$ cat src/rtl/wb_hazard_scoreboard_pkg.sv
// Shared register-index constants and helpers for the writeback scoreboard.
// Only the register-file geometry lives here; opcode decode stays in the decode stage.
package wb_hazard_scoreboard_pkg;

    localparam int REG_IDX_W = 5;
    localparam int NUM_REGS  = 32;

    typedef logic [REG_IDX_W-1:0] reg_idx_t;

    // x0 is hardwired to zero, so it never carries a pending write.
    function automatic logic is_tracked(input reg_idx_t idx);
        return idx != '0;
    endfunction

endpackage

$ cat src/rtl/wb_pend_counter.sv
// Per-register outstanding-write counter: up on issue, down on retire, saturating at both ends.
module wb_pend_counter #(
    parameter int CNT_W = 2
) (
    input  logic             clk,
    input  logic             rst,
    input  logic             inc,
    input  logic             dec,
    output logic [CNT_W-1:0] cnt,
    output logic             zero,
    output logic             max
);

    logic [CNT_W-1:0] cnt_q;
    logic [CNT_W-1:0] cnt_d;

    always_comb begin
        cnt_d = cnt_q;
        if (inc && !dec && !max) begin
            cnt_d = cnt_q + CNT_W'(1);
        end else if (dec && !inc && !zero) begin
            cnt_d = cnt_q - CNT_W'(1);
        end
    end

    always_ff @(posedge clk or posedge rst) begin
        if (rst) begin
            cnt_q <= '0;
        end else begin
            cnt_q <= cnt_d;
        end
    end

    assign cnt  = cnt_q;
    assign zero = (cnt_q == '0);
    assign max  = (cnt_q == '1);

    // A retire with nothing outstanding means the pipeline lost track of an instruction.
    underflow_chk : assert property (@(posedge clk) disable iff (rst) !(dec && zero))
        else $error("wb_pend_counter: retire with no pending write");

endmodule

$ cat src/rtl/wb_hazard_scoreboard.sv
// Writeback scoreboard for the non-forwarding RV32I pipeline: RAW/overflow stall,
// pending-write mask and a saturating stall-cycle counter.
module wb_hazard_scoreboard
    import wb_hazard_scoreboard_pkg::*;
#(
    parameter int CNT_W     = 2,
    parameter int WB_BYPASS = 1,
    parameter int PERF_W    = 32
) (
    input  logic                 clk,
    input  logic                 rst,
    input  logic                 issue_valid,
    input  logic [REG_IDX_W-1:0] issue_rd,
    input  logic                 issue_wb,
    input  logic [REG_IDX_W-1:0] issue_rs1,
    input  logic [REG_IDX_W-1:0] issue_rs2,
    input  logic                 issue_use_rs1,
    input  logic                 issue_use_rs2,
    input  logic                 retire_valid,
    input  logic [REG_IDX_W-1:0] retire_rd,
    input  logic                 retire_wb,
    output logic                 issue_stall,
    output logic [NUM_REGS-1:0]  pending_mask,
    output logic [PERF_W-1:0]    stall_cycles
);

    logic [CNT_W-1:0]    cnt [NUM_REGS];
    logic [NUM_REGS-1:0] zero_vec;
    logic [NUM_REGS-1:0] max_vec;

    logic issue_fire;
    logic retire_fire;
    logic land_rs1, land_rs2;
    logic hz_rs1, hz_rs2, ovf;

    logic [PERF_W-1:0] stall_cycles_q;
    logic [PERF_W-1:0] stall_cycles_d;

    // x0 slot is a constant "nothing pending" so variable indexing needs no special case.
    assign cnt[0]      = '0;
    assign zero_vec[0] = 1'b1;
    assign max_vec[0]  = 1'b0;

    for (genvar r = 1; r < NUM_REGS; r++) begin : g_cnt
        logic inc_r;
        logic dec_r;

        assign inc_r = issue_fire  && (issue_rd  == reg_idx_t'(r));
        assign dec_r = retire_fire && (retire_rd == reg_idx_t'(r));

        wb_pend_counter #(
            .CNT_W (CNT_W)
        ) u_cnt (
            .clk  (clk),
            .rst  (rst),
            .inc  (inc_r),
            .dec  (dec_r),
            .cnt  (cnt[r]),
            .zero (zero_vec[r]),
            .max  (max_vec[r])
        );
    end

    assign retire_fire = retire_valid && retire_wb && is_tracked(retire_rd);

    // With a write-through regfile the last pending write landing this cycle is visible to the reader.
    assign land_rs1 = (WB_BYPASS != 0) && (cnt[issue_rs1] == CNT_W'(1))
                      && retire_fire && (retire_rd == issue_rs1);
    assign land_rs2 = (WB_BYPASS != 0) && (cnt[issue_rs2] == CNT_W'(1))
                      && retire_fire && (retire_rd == issue_rs2);

    assign hz_rs1 = issue_use_rs1 && is_tracked(issue_rs1) && !zero_vec[issue_rs1] && !land_rs1;
    assign hz_rs2 = issue_use_rs2 && is_tracked(issue_rs2) && !zero_vec[issue_rs2] && !land_rs2;

    assign ovf = issue_wb && is_tracked(issue_rd) && max_vec[issue_rd]
                 && !(retire_fire && (retire_rd == issue_rd));

    assign issue_stall = issue_valid && (hz_rs1 || hz_rs2 || ovf);
    assign issue_fire  = issue_valid && !issue_stall && issue_wb && is_tracked(issue_rd);

    always_comb begin
        stall_cycles_d = stall_cycles_q;
        if (issue_valid && issue_stall && (stall_cycles_q != '1)) begin
            stall_cycles_d = stall_cycles_q + PERF_W'(1);
        end
    end

    always_ff @(posedge clk or posedge rst) begin
        if (rst) begin
            stall_cycles_q <= '0;
        end else begin
            stall_cycles_q <= stall_cycles_d;
        end
    end

    assign pending_mask = ~zero_vec;
    assign stall_cycles = stall_cycles_q;

endmodule

$ cat config.mk
export PLATFORM = sky130hd
export DESIGN_NAME = wb_hazard_scoreboard
export DESIGN_NICKNAME = d
export VERILOG_FILES = /design/src/rtl/wb_hazard_scoreboard_pkg.sv /design/src/rtl/wb_pend_counter.sv /design/src/rtl/wb_hazard_scoreboard.sv
export SDC_FILE = /design/constraint.sdc
export NUM_CORES = 1
export LEC_CHECK = 0
export BUFFER_PORTS_ARGS = -buffer_cell sky130_fd_sc_hd__buf_4
export CAP_MARGIN = 20
export CORE_UTILIZATION = 41
export DETAILED_ROUTE_END_ITERATION = 7
export RECOVER_POWER = 25
export SLEW_MARGIN = 20
export SYNTH_ARGS = -nofsm -noshare
export SYNTH_HDL_FRONTEND = slang
export SYNTH_SLANG_ARGS = --single-unit
$ cat constraint.sdc
create_clock -name clk -period 7.6 [get_ports clk]
set_input_delay 0 -clock clk [delete_from_list [all_inputs] [get_ports clk]]
set_output_delay 0 -clock clk [all_outputs]
set_load 0.02 [all_outputs]
==> run metrics, run 1 <==
status finished with violations; failing checks capacitance limit, slew limit; crit path time final 3.61 ns; Max Buffers Root-to-Sink 2; Pwr Density 191 mW/mm2; busiest grt layer met2; EDFF count, synth 0; Placed Instances 1297; pin count of the biggest net entering global routing 66; worst hold path type input pin to flip-flop; fin crit share 47.4%; met3 GRT Util 5.42%; mapped cell area 0.00809 mm2; std cell rows 51; n_diodes 0; Yosys reg bits 94; Hold Slack 0.0662 ns; vias in the first global route 7034; Synth Net Count 1023; crit path cell chain nor2_1 -> inv_1 -> mux4_2 -> o22ai_1 -> nor4_1 -> a41o_1 -> o211a_2 -> nor2_2 -> buf_4 -> nor4bb_1 -> a2111oi_1; drt first-iter violations 852; Final #Nets 1073; FF/Latch Area about 0.0024 mm2; Worst Skew 0.00746 ns; area share of the largest cell type after synthesis 29.1%; CTS Sinks 94; Worst-Margin Slew 1.51 ns; Crit path largest cell delay slightly above 0.8 ns; CP max-delay cell o211a_2; DR pass1 iterations 8; CP Data Required Time 7.84 ns; PortBufs slightly above 90; Wirelength per Cell between 20 and 25 um; post-route ant nets 0; DRT Wirelength 26.5 mm; CTS Buf Count 9; maximum VDD drop between 0.1 and 0.15 mV; total grt overflow 0; gpl congestion 0.961; layout cells sized above 1 14.2%; startpoint types flip-flop; first-pass GRT wire length 40.7 mm; Via density 6.01; final std cells w/o fill between 1k and 1.5k; placed cell areas 0.00888 mm2; Syn-to-layout area delta 12.1%; worst-path fanout max 33; CTS root buf clkbuf_16; Setup violations, final 0; Critical Path Sink Type flip-flop; yosys warns 0; top cells by area, synth dfrtp_1 (29%), nor2_1 (5.5%), mux4_2 (4.7%); Cells after Synth about 990; sequential fraction of the synthesis area 29.1%; initial antenna violation count 0; Die ar. around 0.020 mm2; Maximum Capacitance Violations 1; DP HPWL between 15 and 20 mm; relative slew slack -1.09%; H-tree depth 3; I/O pins 93; Starting Density 41.7%; most common flop cell mapped by yosys dfrtp_1; synth cell count leaders nor2_1 (119), nand2_1 (99), dfrtp_1 (94), inv_1 (46), nand3_1 (44); Place WS 4.01 ns; Fillers 1983; top-count cell post-synth nor2_1; multi-input logic area 0.00532 mm2; Slew Limit Fails 31; via count approximately 7.9k; Remaining DRCs 0; met2 usage 40.5%; fraction of registers with async set/reset 100%; setup TNS 0 ns; Design Area, Final about 0.0091 mm2; maximum clock rate 277 MHz; Die Span X 142 um; critical path class flip-flop to flip-flop; Leak 0.00374 uW; final worst setup slack 3.99 ns; worst path arrival time 3.85 ns; worst-skew pair later-pin latency 0.36 ns; RSZ-0062 raised after global routing no; Core Region 0.0194 mm2; met1 Use GR 37.3%; Synth cell types 86; CTS tree built; DIE HEIGHT about 140 um; cell taking the most area after synthesis dfrtp_1; Mean Syn Cell Area 8.14 um2; Clk pin slew, worst setup/hold paths ~0.080 ns; final hold vios 0; Total GRT Usage 26.6%
stage by stage:
step	total power, uW	util (%)
after global routing	1820	46.8
after CTS	1750	47.4
after global placement	1250	45.8
after detailed placement	1250	45.8
after floorplan	1060	-
final	1730	46.8
sequential cells by signal, summed over array words and instances, names as in the netlist:
register         count
g_cnt.u_cnt.cnt     62
stall_cycles        32
critical path: cells and delay by family (launching register included):
kind                   cells  cell delay, ns
AO/OA/AOI/OAI              4            1.47
buffers and inverters      2            0.40
flip-flops                 1            0.47
multiplexers               1            0.24
AND/OR/NAND/NOR            4            0.86
logic make-up (layout without fill, tap and decap cells):
family	after synthesis	in the layout	synth area share [%]
flip-flops	94	94	29.1
XOR/XNOR	57	57	6.17
buffers and inverters	102	157	5.24
other	1	1	0.0463
multiplexers	47	47	8.61
AND/OR/NAND/NOR	489	489	32.4
adder cells (fa/ha/maj)	1	1	0.155
AO/OA/AOI/OAI	203	203	18.3
where the power goes:
group	internal, uW	switching [uW]	leakage, uW	total, uW
Clock	263	232	0.000155	495
Sequential	566	113	0.00117	679
Combinational	233	325	0.00241	558
Total	1060	670	0.00374	1730
layout make-up:
| type | count | area share [%] |
|---|---|---|
| multi-input cells | 798 | 58.6 |
| flip-flops and latches | 94 | 25.9 |
| clock buffers | 9 | 2.48 |
| inverters | 46 | 1.92 |
| well taps | 265 | 3.65 |
| repair buffers | 95 | 6.52 |
| clock inverters | 7 | 0.924 |
metal layers:
| metal | part of all wire [%] | wire [um] |
|---|---|---|
| met1 | 45 | 11800 |
| met2 | 44 | 11600 |
| met3 | 8.5 | 2240 |
| met4 | 3.0 | 792 |
| met5 | 0 | 0 |
cells in the final DEF (no fill, tap or decap), types with 12 or more instances in the layout:
master / synthesis / final
dfrtp_1: 94 / 94
nand2b_1: 33 / 33
buf_4: 3 / 60
and2_1: 12 / 12
a21oi_1: 27 / 27
a21o_1: 13 / 13
nand2_1: 99 / 99
xor2_1: 37 / 37
or2_2: 16 / 16
o21ai_0: 37 / 37
inv_1: 46 / 45
xnor2_1: 20 / 20
clkbuf_1: 31 / 33
nor2b_1: 18 / 18
nor4_1: 20 / 20
mux2i_1: 19 / 19
and3_1: 19 / 19
mux4_2: 17 / 17
nor3_1: 32 / 32
nor2_1: 119 / 119
nand3_1: 44 / 44
nand3b_1: 12 / 12
o211ai_1: 13 / 13
repair_timing:
item / CTS / global route
resized for setup: 0 / 0
hold buffers: 1 / 0
setup endpoints to repair: 0 / 0
hold endpoints to repair: 29 / 0
setup buffers: 0 / 0
final timing paths:
check | slack, ns | startpoint | endpoint | cells past startpoint
worst max-delay path | 3.99 | g_cnt[14].u_cnt.cnt[0]$_DFFE_PP0P_ | g_cnt[27].u_cnt.cnt[0]$_DFFE_PP0P_ | 11
worst min-delay path | 0.07 | issue_valid | stall_cycles[0]$_DFFE_PP0P_ | 3
worst max register to register | 3.99 | g_cnt[14].u_cnt.cnt[0]$_DFFE_PP0P_ | g_cnt[27].u_cnt.cnt[0]$_DFFE_PP0P_ | 11
worst min register to register | 0.48 | stall_cycles[26]$_DFFE_PP0P_ | stall_cycles[26]$_DFFE_PP0P_ | 1
max in group asynchronous | 5.57 | rst | g_cnt[11].u_cnt.cnt[1]$_DFFE_PP0P_ | 4
min in group asynchronous | 0.53 | rst | g_cnt[20].u_cnt.cnt[0]$_DFFE_PP0P_ | 3
No activity file was read; power rests on OpenSTA's default activity.
==> run 2: changes to the inputs <==
Clock period 7.6 ns to 3.67 ns, I/O delays scaled along.
==> run 2 against run 1 <==
- the flow still finishes with violations (capacitance limit, slew limit)
- global-route usage up 0.75 points
- sequential power is 100% higher
- power is 110% higher
- first-iteration DRC count down 8.9%
- count of clock-buffer cells in the layout is the same
- register-to-register slack got worse by 3.9 ns
- maximum frequency rose by 2.2%
- setup slack worse by 3.9 ns
- hold slack got worse by 0.033 ns
- critical path depth shrank 1
- clock power up 93%
- sequential share of layout area shrank 0.52 points
- critical path type unchanged
- highest routed layer unchanged
==> run metrics, run 2 (synthesis results as in run 1) <==
status finished with violations; failing checks capacitance limit, slew limit; most frequent cells in the layout nor2_1 (119), nand2_1 (99), buf_4 (96); Max Buffers Root-to-Sink 2; maximum VDD drop 0.307 mV; M1 wire length 12.1 mm; vias in the first global route 7286; startpoint types flip-flop; relative slew slack -17.5%; CTS tree built; Setup violations, final 0; Wirelength per Cell 20.2 um; H-tree depth 3; max reg flops 62; CP Data Required Time 3.97 ns; via count approximately 8k; Via density ~6; Maximum Capacitance Violations 1; CTS root buf clkbuf_16; pin count of the biggest net entering global routing 77; Remaining DRCs 0; most common cell after layout, fill and taps aside nor2_1; met2 WL about 12 mm; gpl congestion 0.909; uppermost layer routed met4; Total GRT Usage between 20% and 30%; PortBufs ~90; worst path arrival time 3.83 ns; Pwr Density 388 mW/mm2; Post-CTS Setup Repair Bufs 0; final worst setup slack 0.141 ns; placed cell areas 0.00902 mm2; layout cells sized above 1 ~17%; Fillers 1951; worst-skew pair later-pin latency around 0.36 ns; DR WL met3 2.46 mm; Die ar. 0.0203 mm2; Critical Path Sink Type flip-flop; Syn-to-layout area delta 14.4%; Starting Density 41.7%; Clk pin slew, worst setup/hold paths 0.08 ns; Die Span X 142 um; DP HPWL 20.1 mm; Worst-Margin Slew approximately 1.8 ns; first-pass GRT wire length 42.1 mm; I/O pins just over 90; DRT Wirelength 26.9 mm; fin crit share 96.1%; DIE HEIGHT roughly 140 um; Final #Nets roughly 1.1k; worst hold path type input pin to flip-flop; R2R Setup Slk 0.14 ns; Slew Limit Fails 77; Leak 0.00389 uW; initial antenna violation count 0; Design Area, Final slightly above 0.009 mm2; Power Total 3590 uW; CTS Sinks 94; post-route ant nets 0; std cell rows between 50 and 60; maximum clock rate approximately 280 MHz; Core Region 0.0194 mm2; n_diodes 0; crit path time final approximately 3.5 ns; Place WS between 0.2 and 0.3 ns; Worst Skew 0.0108 ns; worst-path fanout max 21; drt first-iter violations 776; critical path class flip-flop to flip-flop; CTS Buf Count 9; total grt overflow 0; DR pass1 iterations 6; setup TNS 0 ns; RSZ-0062 raised after global routing no; final hold vios 0
[run 2: changes by cell type in the layout (fill, tap and decap cells not counted), sizes merged]
cell,delta
bufinv,-1
inv,-1
clkbuf,-18
clkinvlp,+1
buf,+36
clkinv,+1
[run 2: timing repair]
action	in CTS	in global routing
endpoints found under the hold margin	75	0
endpoints found under the setup margin	0	2
gates resized for setup	0	1
hold buffers	1	0
[run 2: final cells by class]
cell class,instances,area [um2],area share [%]
Multi-Input combinational cell,798,5320,57.5
Sequential cell,94,2350,25.4
Timing Repair Buffer,113,791,8.54
Tap cell,265,332,3.58
Clock buffer,9,225,2.43
Inverter,46,176,1.90
Clock inverter,7,61.3,0.662
[run 2: where the power goes]
part,internal (uW),switching [uW]
Clock,475,480
Combinational,535,708
Sequential,1170,219
[run 2: path summary, 6_finish.rpt]
| kind | to | cells past startpoint | from |
|---|---|---|---|
| min reg2reg | stall_cycles[6]$_DFFE_PP0P_ | 1 | stall_cycles[6]$_DFFE_PP0P_ |
| max in group asynchronous | g_cnt[8].u_cnt.cnt[0]$_DFFE_PP0P_ | 4 | rst |
| max reg2reg | g_cnt[23].u_cnt.cnt[0]$_DFFE_PP0P_ | 10 | g_cnt[30].u_cnt.cnt[0]$_DFFE_PP0P_ |
| min | stall_cycles[0]$_DFFE_PP0P_ | 3 | issue_valid |
| min in group asynchronous | g_cnt[25].u_cnt.cnt[0]$_DFFE_PP0P_ | 3 | rst |
| max | g_cnt[23].u_cnt.cnt[0]$_DFFE_PP0P_ | 10 | g_cnt[30].u_cnt.cnt[0]$_DFFE_PP0P_ |
[run 2: through the flow]
stage | utilization, % | cells | hold slack (ns)
floorplan | - | 994 | 0.183
global placement | 46.5 | 1315 | 0.317
detailed placement | 46.5 | 1315 | 0.321
CTS | 48.0 | 1332 | 0.0256
global route | 47.7 | 1332 | 0.0519
finish | 47.7 | 1332 | 0.0331
[run 2: layer usage]
metal | global-route usage (%) | vias up
met1 | 38.8 | 3800
met2 | 41.0 | 386
met5 | 0 | -
li1 | - | 3723
met3 | 5.72 | 59
met4 | 9.22 | 0
[run 2: worst max-delay path: stages, from the launching register on]
cell      delay (ns)
dfrtp_1         0.43
or2_1           0.33
mux2_2          0.30
a211o_1         0.30
a31o_1          0.28
a211oi_4        0.44
o211ai_2        0.26
nor2_2          0.42
buf_4           0.33
a221o_1         0.18
and4b_1         0.18
==> run 3: changes to the inputs <==
Settings changed: CTS_BUF_LIST set to sky130_fd_sc_hd__clkbuf_4.
==> run 3 against run 2 <==
- non-clock buffer count rose by 2
- largest power group unchanged
- clock power fell by 38%
- the run still ends with capacitance limit, slew limit left
- cell area shrank 0.82%
- count of clock-buffer cells in the layout is the same
- critical path type unchanged
==> run metrics, run 3 (synthesis results as in run 1) <==
status finished with violations; failing checks capacitance limit, slew limit; CTS tree built; Via density 5.97; maximum clock rate 285 MHz; Setup violations, final 0; critical path class flip-flop to flip-flop; std cell rows 51; I/O pins 93; DR pass1 iterations 5; Leak 0.00389 uW; drt first-iter violations 732; gpl congestion 0.909; Placed Instances 1315; Die Span X ~140 um; Critical Path Sink g_cnt[23].u_cnt.cnt[0]$_DFFE_PP0P_; most common cell after layout, fill and taps aside nor2_1; Worst Skew around 0.028 ns; first-pass GRT wire length 41.9 mm; fin util 47.3%; CP top delay family compound AO/OA/AOI/OAI gates; reg2reg end g_cnt[23].u_cnt.cnt[0]$_DFFE_PP0P_; CTS root buf clkbuf_4; final hold vios 0; placed cell areas 0.00902 mm2; Wirelength per Cell 20.1 um; worst reg-to-reg path cell count 10; CP max-delay cell dfrtp_1; Design Area, Final approximately 0.0092 mm2; layout cells sized above 1 18.6%; vias in the first global route between 7k and 8k; post-route ant nets 0; worst path arrival time slightly below 4 ns; Starting Density 41.7%; RSZ-0062 raised after global routing no; Die ar. roughly 0.020 mm2; CTS Sinks 94; crit path time final 3.51 ns; via count 7973; final std cells w/o fill 1336; pin count of the biggest net entering global routing 77; Clk pin slew, worst setup/hold paths about 0.19 ns; most frequent cells in the layout nor2_1 (119), buf_4 (111), nand2_1 (99); maximum VDD drop 0.327 mV; CTS Buf Count 9; Slew Limit Fails between 70 and 80; Final #Nets 1093; M1 wire length 12.2 mm; crit path cell chain or2_1 -> mux2_2 -> a211o_1 -> a31o_1 -> a211oi_4 -> o211ai_2 -> nor2_2 -> buf_4 -> a221o_1 -> and4b_1; Pwr Density 352 mW/mm2; Fillers 1953; startpoint types flip-flop; Total GRT Usage 27.3%; uppermost layer routed met4; r2r startpoint g_cnt[30].u_cnt.cnt[0]$_DFFE_PP0P_; Crit path largest cell delay 0.46 ns; PortBufs 91; WP depth 10; fin crit share 95.7%; DR WL met3 ~2.3 mm; CP Data Required Time 4.14 ns; Maximum Capacitance Violations 1; Max Buffers Root-to-Sink 2; worst-skew pair later-pin latency 0.52 ns; initial antenna violation count 2; critical path launch point g_cnt[30].u_cnt.cnt[0]$_DFFE_PP0P_; max reg flops between 60 and 70; Core Region 0.0194 mm2; R2R Setup Slk 0.16 ns; DIE HEIGHT between 100 and 150 um; worst-path fanout max 21; Hold Slack approximately 0.034 ns; Remaining DRCs 0; H-tree depth 3; relative slew slack -18.0%; total grt overflow 0; DP HPWL 20.1 mm; Syn-to-layout area delta 13.5%; DRT Wirelength approximately 27 mm; WP buf/inv 1; Worst-Margin Slew about 1.8 ns; worst hold path type input pin to flip-flop; met2 WL 11.7 mm; Critical Path Sink Type flip-flop; setup TNS 0 ns
## run 3: cell types whose count changed in the layout (fill, tap and decap cells not counted)
cell	before	now
clkbuf_1	16	1
dlygate4sd3_1	1	3
clkbuf_16	9	0
clkbuf_4	0	9
diode_2	0	2
buf_4	96	111
## run 3: report_power, final
group	internal [uW]	leakage [uW]	switching (uW)
combinational	540	0.00264	706
clock	153	0.0000708	438
sequential	1170	0.00117	218
total	1870	0.00389	1360
## run 3: layout make-up
class / instances / area [um2] / share of cell area, %
clock inverter: 7 / 61.3 / 0.667
tap: 265 / 332 / 3.61
clock buffer: 9 / 67.6 / 0.736
timing repair buffer: 115 / 867 / 9.44
sequential: 94 / 2350 / 25.6
antenna: 2 / 5.00 / 0.0545
multi-input combinational: 798 / 5320 / 58.0
inverter: 46 / 176 / 1.92
## run 3: stage by stage
stage          total power (uW)  worst slack (ns)
2_1_floorplan              2190             0.516
3_5_place_dp               2630             0.266
3_3_place_gp               2620             0.313
6_report                   3230             0.156
5_1_grt                    3410           0.00542
4_1_cts                    3230            0.0105
## run 3: repair_timing
| action | 4_1_cts | 5_1_grt |
|---|---|---|
| buffers inserted | 0 | 0 |
| endpoints found under the hold margin | 79 | 0 |
| setup endpoints to repair | 0 | 2 |
| resized for setup | 0 | 1 |
| hold buffers | 3 | 0 |
## run 3: worst register-to-register path, stage by stage (launching register included)
cell and delay [ns]:
dfrtp_1 0.46, or2_1 0.32, mux2_2 0.29, a211o_1 0.30, a31o_1 0.28, a211oi_4 0.45
o211ai_2 0.26, nor2_2 0.40, buf_4 0.33, a221o_1 0.19, and4b_1 0.18
## run 3: worst min-delay path by stage
stage,startpoint,cells past startpoint,slack [ns],to
global route,issue_rd[3],6,0.05,g_cnt[21].u_cnt.cnt[0]$_DFFE_PP0P_
finish,retire_rd[3],4,0.03,g_cnt[4].u_cnt.cnt[0]$_DFFE_PP0P_
detailed placement,rst,2,0.32,g_cnt[25].u_cnt.cnt[0]$_DFFE_PP0P_
CTS,retire_rd[3],4,0.004,g_cnt[4].u_cnt.cnt[0]$_DFFE_PP0P_
global placement,rst,2,0.32,g_cnt[27].u_cnt.cnt[0]$_DFFE_PP0P_
floorplan,issue_valid,1,0.18,issue_stall
## run 3: layer usage
| metal | vias to the layer above | GRT usage, % |
|---|---|---|
| met4 | 0 | 9.85 |
| li1 | 3728 | - |
| met3 | 49 | 5.92 |
| met2 | 373 | 40.9 |
| met5 | - | 0 |
| met1 | 3823 | 38.5 |
